==> src/rtl/msrv32_pkg.sv <==
// Shared fetch-stage definitions: AHB transfer encodings and instruction buffer entry layout.
package msrv32_pkg;

   typedef enum logic [1:0] {
      HTRANS_IDLE   = 2'b00,
      HTRANS_NONSEQ = 2'b10
   } htrans_e;

   localparam logic [31:0] INSTR_NOP = 32'h0000_0013;

   localparam int unsigned INSTR_W = 32;
   localparam int unsigned PC_W    = 32;
   localparam int unsigned ENTRY_W = INSTR_W + PC_W + 1;

   typedef struct packed {
      logic [INSTR_W-1:0] instr;
      logic [PC_W-1:0]    pc;
      logic               fault;
   } fetch_entry_t;

endpackage

==> src/rtl/msrv32_ifetch_fifo.sv <==
// Generic synchronous FIFO with flush; a push coincident with flush lands as the sole entry.
module msrv32_ifetch_fifo #(
   parameter int unsigned WIDTH = 65,
   parameter int unsigned DEPTH = 2
) (
   input  logic                     clk,
   input  logic                     rst_n,
   input  logic                     push,
   input  logic [WIDTH-1:0]         push_data,
   input  logic                     pop,
   input  logic                     flush,
   output logic [WIDTH-1:0]         head_data,
   output logic                     head_valid,
   output logic [$clog2(DEPTH):0]   count
);

   localparam int unsigned PTR_W = (DEPTH > 1) ? $clog2(DEPTH) : 1;

   logic [WIDTH-1:0] mem [DEPTH];
   logic [PTR_W-1:0] rd_ptr;
   logic [PTR_W-1:0] wr_ptr;
   logic             pop_en;

   assign head_valid = (count != '0);
   assign head_data  = head_valid ? mem[rd_ptr] : '0;
   assign pop_en     = pop & head_valid & ~flush;

   always_ff @(posedge clk or negedge rst_n) begin
      if (!rst_n) begin
         rd_ptr <= '0;
         wr_ptr <= '0;
         count  <= '0;
      end else if (flush) begin
         rd_ptr <= '0;
         wr_ptr <= push ? PTR_W'(1) : '0;
         count  <= push ? ($clog2(DEPTH)+1)'(1) : '0;
      end else begin
         if (push)
            wr_ptr <= wr_ptr + 1'b1;
         if (pop_en)
            rd_ptr <= rd_ptr + 1'b1;
         case ({push, pop_en})
            2'b10:   count <= count + 1'b1;
            2'b01:   count <= count - 1'b1;
            default: count <= count;
         endcase
      end
   end

   always_ff @(posedge clk) begin
      if (push)
         mem[flush ? '0 : wr_ptr] <= push_data;
   end

endmodule

==> src/rtl/msrv32_ifetch.sv <==
// Instruction fetch: owns the PC, issues single-beat AHB-Lite reads and buffers results for decode.
module msrv32_ifetch
   import msrv32_pkg::*;
#(
   parameter logic [31:0]  BOOT_ADDRESS = 32'h0000_0000,
   parameter int unsigned  FIFO_DEPTH   = 2
) (
   input  logic        clk_in,
   input  logic        rst_n_in,
   input  logic [31:0] pc_mux_in,
   input  logic        redirect_in,
   input  logic        misaligned_instr_in,
   output logic [31:0] pc_out,
   output logic        ahb_ready_out,
   output logic [31:0] haddr_out,
   output logic [1:0]  htrans_out,
   input  logic        hready_in,
   input  logic [31:0] hrdata_in,
   input  logic        hresp_in,
   output logic        instr_valid_out,
   output logic [31:0] instr_out,
   output logic [31:0] instr_pc_out,
   output logic        instr_fault_out,
   input  logic        instr_ready_in
);

   localparam int unsigned CNT_W = $clog2(FIFO_DEPTH) + 1;

   logic [31:0]      pc_q, tag_pc_q, pend_pc_q;
   logic             outstanding_q, discard_q, halted_q, pend_q, rst_exit_q;
   logic [31:0]      pc_d, tag_pc_d, pend_pc_d;
   logic             outstanding_d, discard_d, halted_d, pend_d;

   logic [CNT_W-1:0] fifo_count;
   logic [CNT_W-1:0] inflight;
   logic             credit_ok, nonseq, accept, complete, fault_now;
   logic             push, pop;
   fetch_entry_t     push_entry, head_entry;
   logic             head_valid;

   assign inflight  = fifo_count + CNT_W'(outstanding_q);
   assign credit_ok = inflight < CNT_W'(FIFO_DEPTH);
   assign nonseq    = ~halted_q & ~rst_exit_q & credit_ok;
   assign accept    = nonseq & hready_in;
   assign complete  = outstanding_q & hready_in;
   assign fault_now = complete & ~discard_q & ~redirect_in & hresp_in;
   assign pop       = head_valid & instr_ready_in;

   assign pc_out        = pc_q;
   assign haddr_out     = pc_q;
   assign htrans_out    = nonseq ? HTRANS_NONSEQ : HTRANS_IDLE;
   assign ahb_ready_out = accept;

   always_comb begin
      pc_d          = pc_q;
      tag_pc_d      = tag_pc_q;
      pend_pc_d     = pend_pc_q;
      outstanding_d = outstanding_q;
      discard_d     = discard_q;
      halted_d      = halted_q;
      pend_d        = pend_q;
      push          = 1'b0;
      push_entry    = '0;

      if (complete) begin
         outstanding_d = 1'b0;
         discard_d     = 1'b0;
         if (!discard_q && !redirect_in) begin
            push             = 1'b1;
            push_entry.instr = hresp_in ? '0 : hrdata_in;
            push_entry.pc    = tag_pc_q;
            push_entry.fault = hresp_in;
            if (hresp_in)
               halted_d = 1'b1;
         end
      end

      // A beat accepted alongside a fault completion, or after a deferred redirect, is stale.
      if (accept) begin
         outstanding_d = 1'b1;
         tag_pc_d      = pc_q;
         discard_d     = pend_q | fault_now;
         pc_d          = pend_q ? pend_pc_q : pc_mux_in;
         pend_d        = 1'b0;
      end

      if (redirect_in) begin
         halted_d = 1'b0;
         if (outstanding_d)
            discard_d = 1'b1;
         if (misaligned_instr_in) begin
            pc_d             = pc_mux_in;
            pend_d           = 1'b0;
            push             = 1'b1;
            push_entry.instr = '0;
            push_entry.pc    = pc_mux_in;
            push_entry.fault = 1'b1;
            halted_d         = 1'b1;
         end else if (nonseq && !hready_in) begin
            pend_d    = 1'b1;
            pend_pc_d = pc_mux_in;
         end else begin
            pc_d   = pc_mux_in;
            pend_d = 1'b0;
         end
      end
   end

   always_ff @(posedge clk_in or negedge rst_n_in) begin
      if (!rst_n_in) begin
         pc_q          <= BOOT_ADDRESS;
         tag_pc_q      <= '0;
         pend_pc_q     <= '0;
         outstanding_q <= 1'b0;
         discard_q     <= 1'b0;
         halted_q      <= 1'b0;
         pend_q        <= 1'b0;
         rst_exit_q    <= 1'b1;
      end else begin
         pc_q          <= pc_d;
         tag_pc_q      <= tag_pc_d;
         pend_pc_q     <= pend_pc_d;
         outstanding_q <= outstanding_d;
         discard_q     <= discard_d;
         halted_q      <= halted_d;
         pend_q        <= pend_d;
         rst_exit_q    <= 1'b0;
      end
   end

   msrv32_ifetch_fifo #(
      .WIDTH (ENTRY_W),
      .DEPTH (FIFO_DEPTH)
   ) u_fifo (
      .clk        (clk_in),
      .rst_n      (rst_n_in),
      .push       (push),
      .push_data  (push_entry),
      .pop        (pop),
      .flush      (redirect_in),
      .head_data  (head_entry),
      .head_valid (head_valid),
      .count      (fifo_count)
   );

   assign instr_valid_out = head_valid;
   assign instr_out       = head_entry.instr;
   assign instr_pc_out    = head_entry.pc;
   assign instr_fault_out = head_entry.fault;

endmodule

==> config.mk <==
export PLATFORM = sky130hd
export DESIGN_NAME = msrv32_ifetch
export DESIGN_NICKNAME = d
export VERILOG_FILES = /design/src/rtl/msrv32_pkg.sv /design/src/rtl/msrv32_ifetch_fifo.sv /design/src/rtl/msrv32_ifetch.sv
export SDC_FILE = /design/constraint.sdc
export NUM_CORES = 1
export LEC_CHECK = 0
export BUFFER_PORTS_ARGS = -buffer_cell sky130_fd_sc_hd__buf_2
export CAP_MARGIN = 40
export CORE_MARGIN = 2
export CORE_UTILIZATION = 57
export CTS_BUF_LIST = sky130_fd_sc_hd__clkbuf_8
export DETAILED_ROUTE_END_ITERATION = 6
export GPL_TIMING_DRIVEN = 0
export HOLD_SLACK_MARGIN = 0.06
export PLACE_DENSITY = 0.8
export RECOVER_POWER = 100
export SLEW_MARGIN = 15
export SYNTH_ARGS = -nofsm -noshare
export SYNTH_HDL_FRONTEND = slang
export SYNTH_HIERARCHICAL = 1
export SYNTH_SLANG_ARGS = --single-unit
==> constraint.sdc <==
create_clock -name clk_in -period 5.61 [get_ports clk_in]
set_input_delay 0.561 -clock clk_in [delete_from_list [all_inputs] [get_ports clk_in]]
set_output_delay 0.561 -clock clk_in [all_outputs]
set_load 0.02 [all_outputs]
==> flow_summary.html <==
<table>
<tr><th>Metric</th><th>Value</th></tr>
<tr><th colspan="2">Worst setup path</th></tr>
<tr><td>Critical path endpoint category</td><td>flop</td></tr>
<tr><td>Critical-path cell list</td><td>nand2_1 &gt; nor3_1 &gt; or2_0 &gt; and2_0 &gt; buf_16</td></tr>
<tr><td>Critical Path Start Type</td><td>flop</td></tr>
<tr><td>Required @ worst endpoint</td><td>between 5 and 6 ns</td></tr>
<tr><td>Setup crit start</td><td>outstanding_q</td></tr>
<tr><td>Minimum setup slack among reg-to-reg paths</td><td>between 1.5 and 2 ns</td></tr>
<tr><td>Critical-path cell with the highest stage delay</td><td>sky130_fd_sc_hd__and2_0</td></tr>
<tr><td>Worst EP arrival</td><td>just under 4 ns</td></tr>
<tr><td>Worst setup path class</td><td>reg -&gt; reg</td></tr>
<tr><td>Crit Reg-Reg Endpoint</td><td>u_fifo/mem[0][38]</td></tr>
<tr><td>Maximum net fanout on the critical path</td><td>46</td></tr>
<tr><td>Max incr delay on CP</td><td>between 1 and 1.5 ns</td></tr>
<tr><td>Startpoint of the worst register-to-register path</td><td>outstanding_q</td></tr>
<tr><td>Logic depth of the worst register-to-register path</td><td>5</td></tr>
<tr><th colspan="2">Floorplan</th></tr>
<tr><td>Chip Height</td><td>approximately 140 um</td></tr>
<tr><td>Top-Level Pins</td><td>approximately 200</td></tr>
<tr><td>Effective utilization at floorplan</td><td>between 50% and 60%</td></tr>
<tr><td>Total Die Area</td><td>around 19000 um^2</td></tr>
<tr><td>Core region area</td><td>about 18000 um^2</td></tr>
<tr><td>Number of placement rows</td><td>49</td></tr>
<tr><td>Width of the die</td><td>approximately 140 um</td></tr>
<tr><th colspan="2">Logic synthesis</th></tr>
<tr><td>Count of mapped cells out of synthesis</td><td>721</td></tr>
<tr><td>Share of the yosys chip area belonging to registers</td><td>between 60% and 70%</td></tr>
<tr><td>Synthesis warning total</td><td>6</td></tr>
<tr><td>Leading register cell type out of synthesis</td><td>sky130_fd_sc_hd__edfxtp_1</td></tr>
<tr><td>Async SR Flop Fraction</td><td>between 40 and 50%</td></tr>
<tr><td>Fraction of post-synthesis cell area in the top cell type by area</td><td>between 30% and 40%</td></tr>
<tr><td>Synthesized area per cell</td><td>between 10 and 15 um^2</td></tr>
<tr><td>Number of flops mapped to enable cells by yosys</td><td>130</td></tr>
<tr><td>Synth area leader</td><td>sky130_fd_sc_hd__edfxtp_1</td></tr>
<tr><td>Synth top area cells</td><td>sky130_fd_sc_hd__edfxtp_1, sky130_fd_sc_hd__dfrtp_1, sky130_fd_sc_hd__mux2i_1</td></tr>
<tr><td>Number of storage elements in the synthesis netlist</td><td>about 240</td></tr>
<tr><td>Count of unique library cells instantiated by Yosys</td><td>44</td></tr>
<tr><td>Post-synthesis instance area</td><td>roughly 10000 um^2</td></tr>
<tr><th colspan="2">Power and ir drop</th></tr>
<tr><td>Worst vdd rail ir drop</td><td>approximately 0.00025 V</td></tr>
<tr><td>Ratio of total power to cell area</td><td>approximately 360 nW/um^2</td></tr>
<tr><td>Leakage power total</td><td>approximately 5 nW</td></tr>
<tr><th colspan="2">STA</th></tr>
<tr><td>Fin crit period</td><td>about 3.7 ns</td></tr>
<tr><td>Tightest hold margin</td><td>roughly 0.29 ns</td></tr>
<tr><td>Worst Slack Setup Final</td><td>between 1.5 and 2 ns</td></tr>
<tr><td>Tightest slew margin relative to the limit</td><td>-72.88%</td></tr>
<tr><td>Highest achievable clock rate</td><td>270.7 MHz</td></tr>
<tr><td>Setup repair after global routing missed its margin</td><td>false</td></tr>
<tr><td>Max-slew violation count</td><td>66</td></tr>
<tr><td>Total count of hold-check failures in the final report</td><td>0</td></tr>
<tr><td>Actual transition at the worst max-transition pin</td><td>roughly 2.6 ns</td></tr>
<tr><td>Clock skew</td><td>~0.021 ns</td></tr>
<tr><td>Final setup violation count</td><td>0</td></tr>
<tr><td>Final clock period utilization by the worst path</td><td>about two thirds</td></tr>
<tr><th colspan="2">Status</th></tr>
<tr><td>Run status</td><td>complete, but fails checks</td></tr>
<tr><td>Violated checks</td><td>max-capacitance violations, max-slew violations</td></tr>
<tr><th colspan="2">Detailed routing</th></tr>
<tr><td>Post-detailed-route DRC marker count</td><td>0</td></tr>
<tr><td>Number of vias in the routed layout</td><td>about 6500</td></tr>
<tr><td>Vias per Instance</td><td>5.317</td></tr>
<tr><td>Total detailed-routing wirelength</td><td>21720 um</td></tr>
<tr><td>Antenna Nets Post-Route</td><td>0</td></tr>
<tr><td>DR WL/cell</td><td>17.69 um</td></tr>
<tr><td>Initial detailed-routing violation count</td><td>approximately 330</td></tr>
<tr><td>First-pass DRT Iterations</td><td>5</td></tr>
<tr><th colspan="2">Global routing</th></tr>
<tr><td>Via count of the first global-routing pass</td><td>around 6700</td></tr>
<tr><td>Pin count of the biggest net entering global routing</td><td>61</td></tr>
<tr><td>GRT Overall Usage</td><td>between 20% and 30%</td></tr>
<tr><td>Met3 GRT Util</td><td>around 3.8%</td></tr>
<tr><td>Global route total overflow</td><td>0</td></tr>
<tr><td>Met1 track utilization from global routing</td><td>between 20% and 30%</td></tr>
<tr><td>Initial antenna violation count</td><td>3</td></tr>
<tr><td>Met2 Use GR</td><td>a little under two fifths</td></tr>
<tr><td>Global-route wire length before repair</td><td>around 35000 um</td></tr>
<tr><td>Busiest layer in global routing</td><td>met2</td></tr>
<tr><th colspan="2">Cells and area</th></tr>
<tr><td>Fill cell count</td><td>~1300</td></tr>
<tr><td>Register area</td><td>about 6500 um^2</td></tr>
<tr><td>Area growth from synthesis to final layout</td><td>16.94%</td></tr>
<tr><td>Combined area of the multi-input logic cells</td><td>about 3200 um^2</td></tr>
<tr><td>Net total in the final layout</td><td>1040</td></tr>
<tr><td>Fraction of final layout cells sized beyond drive strength 1</td><td>between 20 and 25%</td></tr>
<tr><td>Final Core Density</td><td>roughly two thirds</td></tr>
<tr><th colspan="2">Clocking</th></tr>
<tr><td>Max Root-Sink Buffers</td><td>3</td></tr>
<tr><td>H-tree depth</td><td>2</td></tr>
<tr><td>Clock Latency Late Sink</td><td>~0.52 ns</td></tr>
<tr><td>Clock tree from TritonCTS</td><td>built</td></tr>
<tr><td>Clk pin slew, worst setup/hold paths</td><td>~0.060 ns</td></tr>
<tr><td>Cell at the root of the clock tree</td><td>sky130_fd_sc_hd__clkbuf_8</td></tr>
<tr><td># clock sinks</td><td>235</td></tr>
<tr><td>Number of buffers added by the clock tree synthesis step</td><td>37</td></tr>
<tr><td>Setup fix buffers added after clock tree synthesis</td><td>0</td></tr>
<tr><th colspan="2">Worst hold path</th></tr>
<tr><td>Worst min-delay path category</td><td>in -&gt; reg</td></tr>
<tr><td>Worst hold path endpoint</td><td>haddr_out[26]</td></tr>
<tr><td>Critical hold path startpoint</td><td>pc_mux_in[26]</td></tr>
<tr><td>WHS Path Cells</td><td>2</td></tr>
<tr><th colspan="2">Job</th></tr>
<tr><td>Reported max-cap violation count</td><td>2</td></tr>
<tr><th colspan="2">Placed design</th></tr>
<tr><td>Worst setup slack before clock tree synthesis</td><td>between 2 and 2.5 ns</td></tr>
<tr><td>Number of port buffers</td><td>roughly 200</td></tr>
<tr><td>Detail Placement HPWL</td><td>15200 um</td></tr>
<tr><td>Routability Congestion</td><td>a little under 0.8</td></tr>
</table>
-- metal layers --
layer | up-vias | part of all wire [%] | routed length, um
li1 | 3093 | - | -
met1 | 3200 | 42 | 9144
met2 | 206 | 50 | 10900
met3 | 30 | 6.2 | 1338
met4 | 0 | 1.6 | 340
met5 | - | 0 | 0
-- flip-flops by register name (all words and copies together) (netlist names) --
name           flops
rst_exit_q         1
outstanding_q      1
haddr_out         32
halted_q           1
u_fifo/mem       130
pend_q             1
tag_pc_q          32
u_fifo/rd_ptr      1
discard_q          1
pend_pc_q         32
u_fifo/wr_ptr      1
u_fifo/count       2
-- stage by stage --
stage	setup TNS [ns]	cells	power, mW	instance area [um^2]
floorplan	0	722	2.915	10470
global placement	-60.11	1153	3.207	11770
detailed placement	0	1158	3.246	11880
CTS	0	1225	4.568	12580
global route	0	1227	4.651	12240
finish	0	1228	4.432	12240
-- worst max path at each step --
stage | end | depth (start not counted)
global placement | u_fifo/mem[1][60] | 6
floorplan | u_fifo/mem[1][0] | 5
CTS | u_fifo/mem[1][61] | 7
finish | u_fifo/mem[0][38] | 5
global route | u_fifo/mem[0][16] | 5
detailed placement | u_fifo/mem[1][28] | 8
-- kinds of logic (layout without fill, tap and decap cells) --
family / count (synthesis) / in the layout / synth area share [%]
DFF: 235 / 235 / 62.42
muxes: 161 / 161 / 17.22
and+or+nand+nor: 155 / 155 / 7.712
buffers and inverters: 87 / 361 / 5.882
AOI/OAI and AO/OA: 79 / 79 / 6.480
xor gates and xnor gates: 3 / 3 / 0.2511
other: 1 / 5 / 0.03583
-- power breakdown --
group / total [mW] / internal (mW) / leakage [nW] / switching, mW
combinational: 0.902 / 0.370 / 2.10 / 0.532
clock: 1.32 / 0.696 / 0.400 / 0.622
sequential: 2.21 / 2.08 / 2.50 / 0.133
-- worst max-delay path, delay by kind of cell, from the launching register on --
kind                   cells  cell delay, ns
AND/OR/NAND/NOR            4            2.56
flip-flops                 1            0.42
buffers and inverters      1            0.33
-- Yosys cell counts, drive strengths merged (2+ instances only) --
cell and count:
dfrtp 104, and2 66, nand2b 2, nor2 71, nand2 3, xnor2 2
a31oi 2, clkbuf 13, a21o 2, a2bb2oi 2, mux2 65, a22o 32
buf 66, nor3 3, a21oi 3, o21ai 3, inv 8, mux2i 96
nand3 3, o2bb2ai 31, edfxtp 130
-- layout by cell type, fill, tap and decap left out, types with 31 or more instances in the layout --
| cell type | count |
|---|---|
| sky130_fd_sc_hd__and2_0 | 34 |
| sky130_fd_sc_hd__o2bb2ai_1 | 31 |
| sky130_fd_sc_hd__and2_1 | 32 |
| sky130_fd_sc_hd__dfrtp_1 | 104 |
| sky130_fd_sc_hd__a22o_1 | 32 |
| sky130_fd_sc_hd__mux2_2 | 36 |
| sky130_fd_sc_hd__buf_4 | 34 |
| sky130_fd_sc_hd__clkbuf_8 | 43 |
| sky130_fd_sc_hd__buf_2 | 82 |
| sky130_fd_sc_hd__mux2i_1 | 96 |
| sky130_fd_sc_hd__edfxtp_1 | 130 |
| sky130_fd_sc_hd__nor2_1 | 70 |
| sky130_fd_sc_hd__clkbuf_1 | 158 |
-- area by class of cell --
type / count / share of cell area, %
antenna: 3 / 0.06134
buffer: 79 / 4.314
clock buffer: 43 / 4.836
clock inverter: 23 / 0.7668
inverter: 8 / 0.2454
multi-input combinational: 400 / 26.19
sequential: 235 / 53.38
tap: 229 / 2.341
timing repair buffer: 208 / 7.862
-- repair_timing --
item                                    4_1_cts  5_1_grt
hold buffers                                  1        0
endpoints found under the hold margin        45        0
endpoints found under the setup margin        0        0
resized for setup                             0        0
Note: power is estimated with default switching activity, not from simulation.
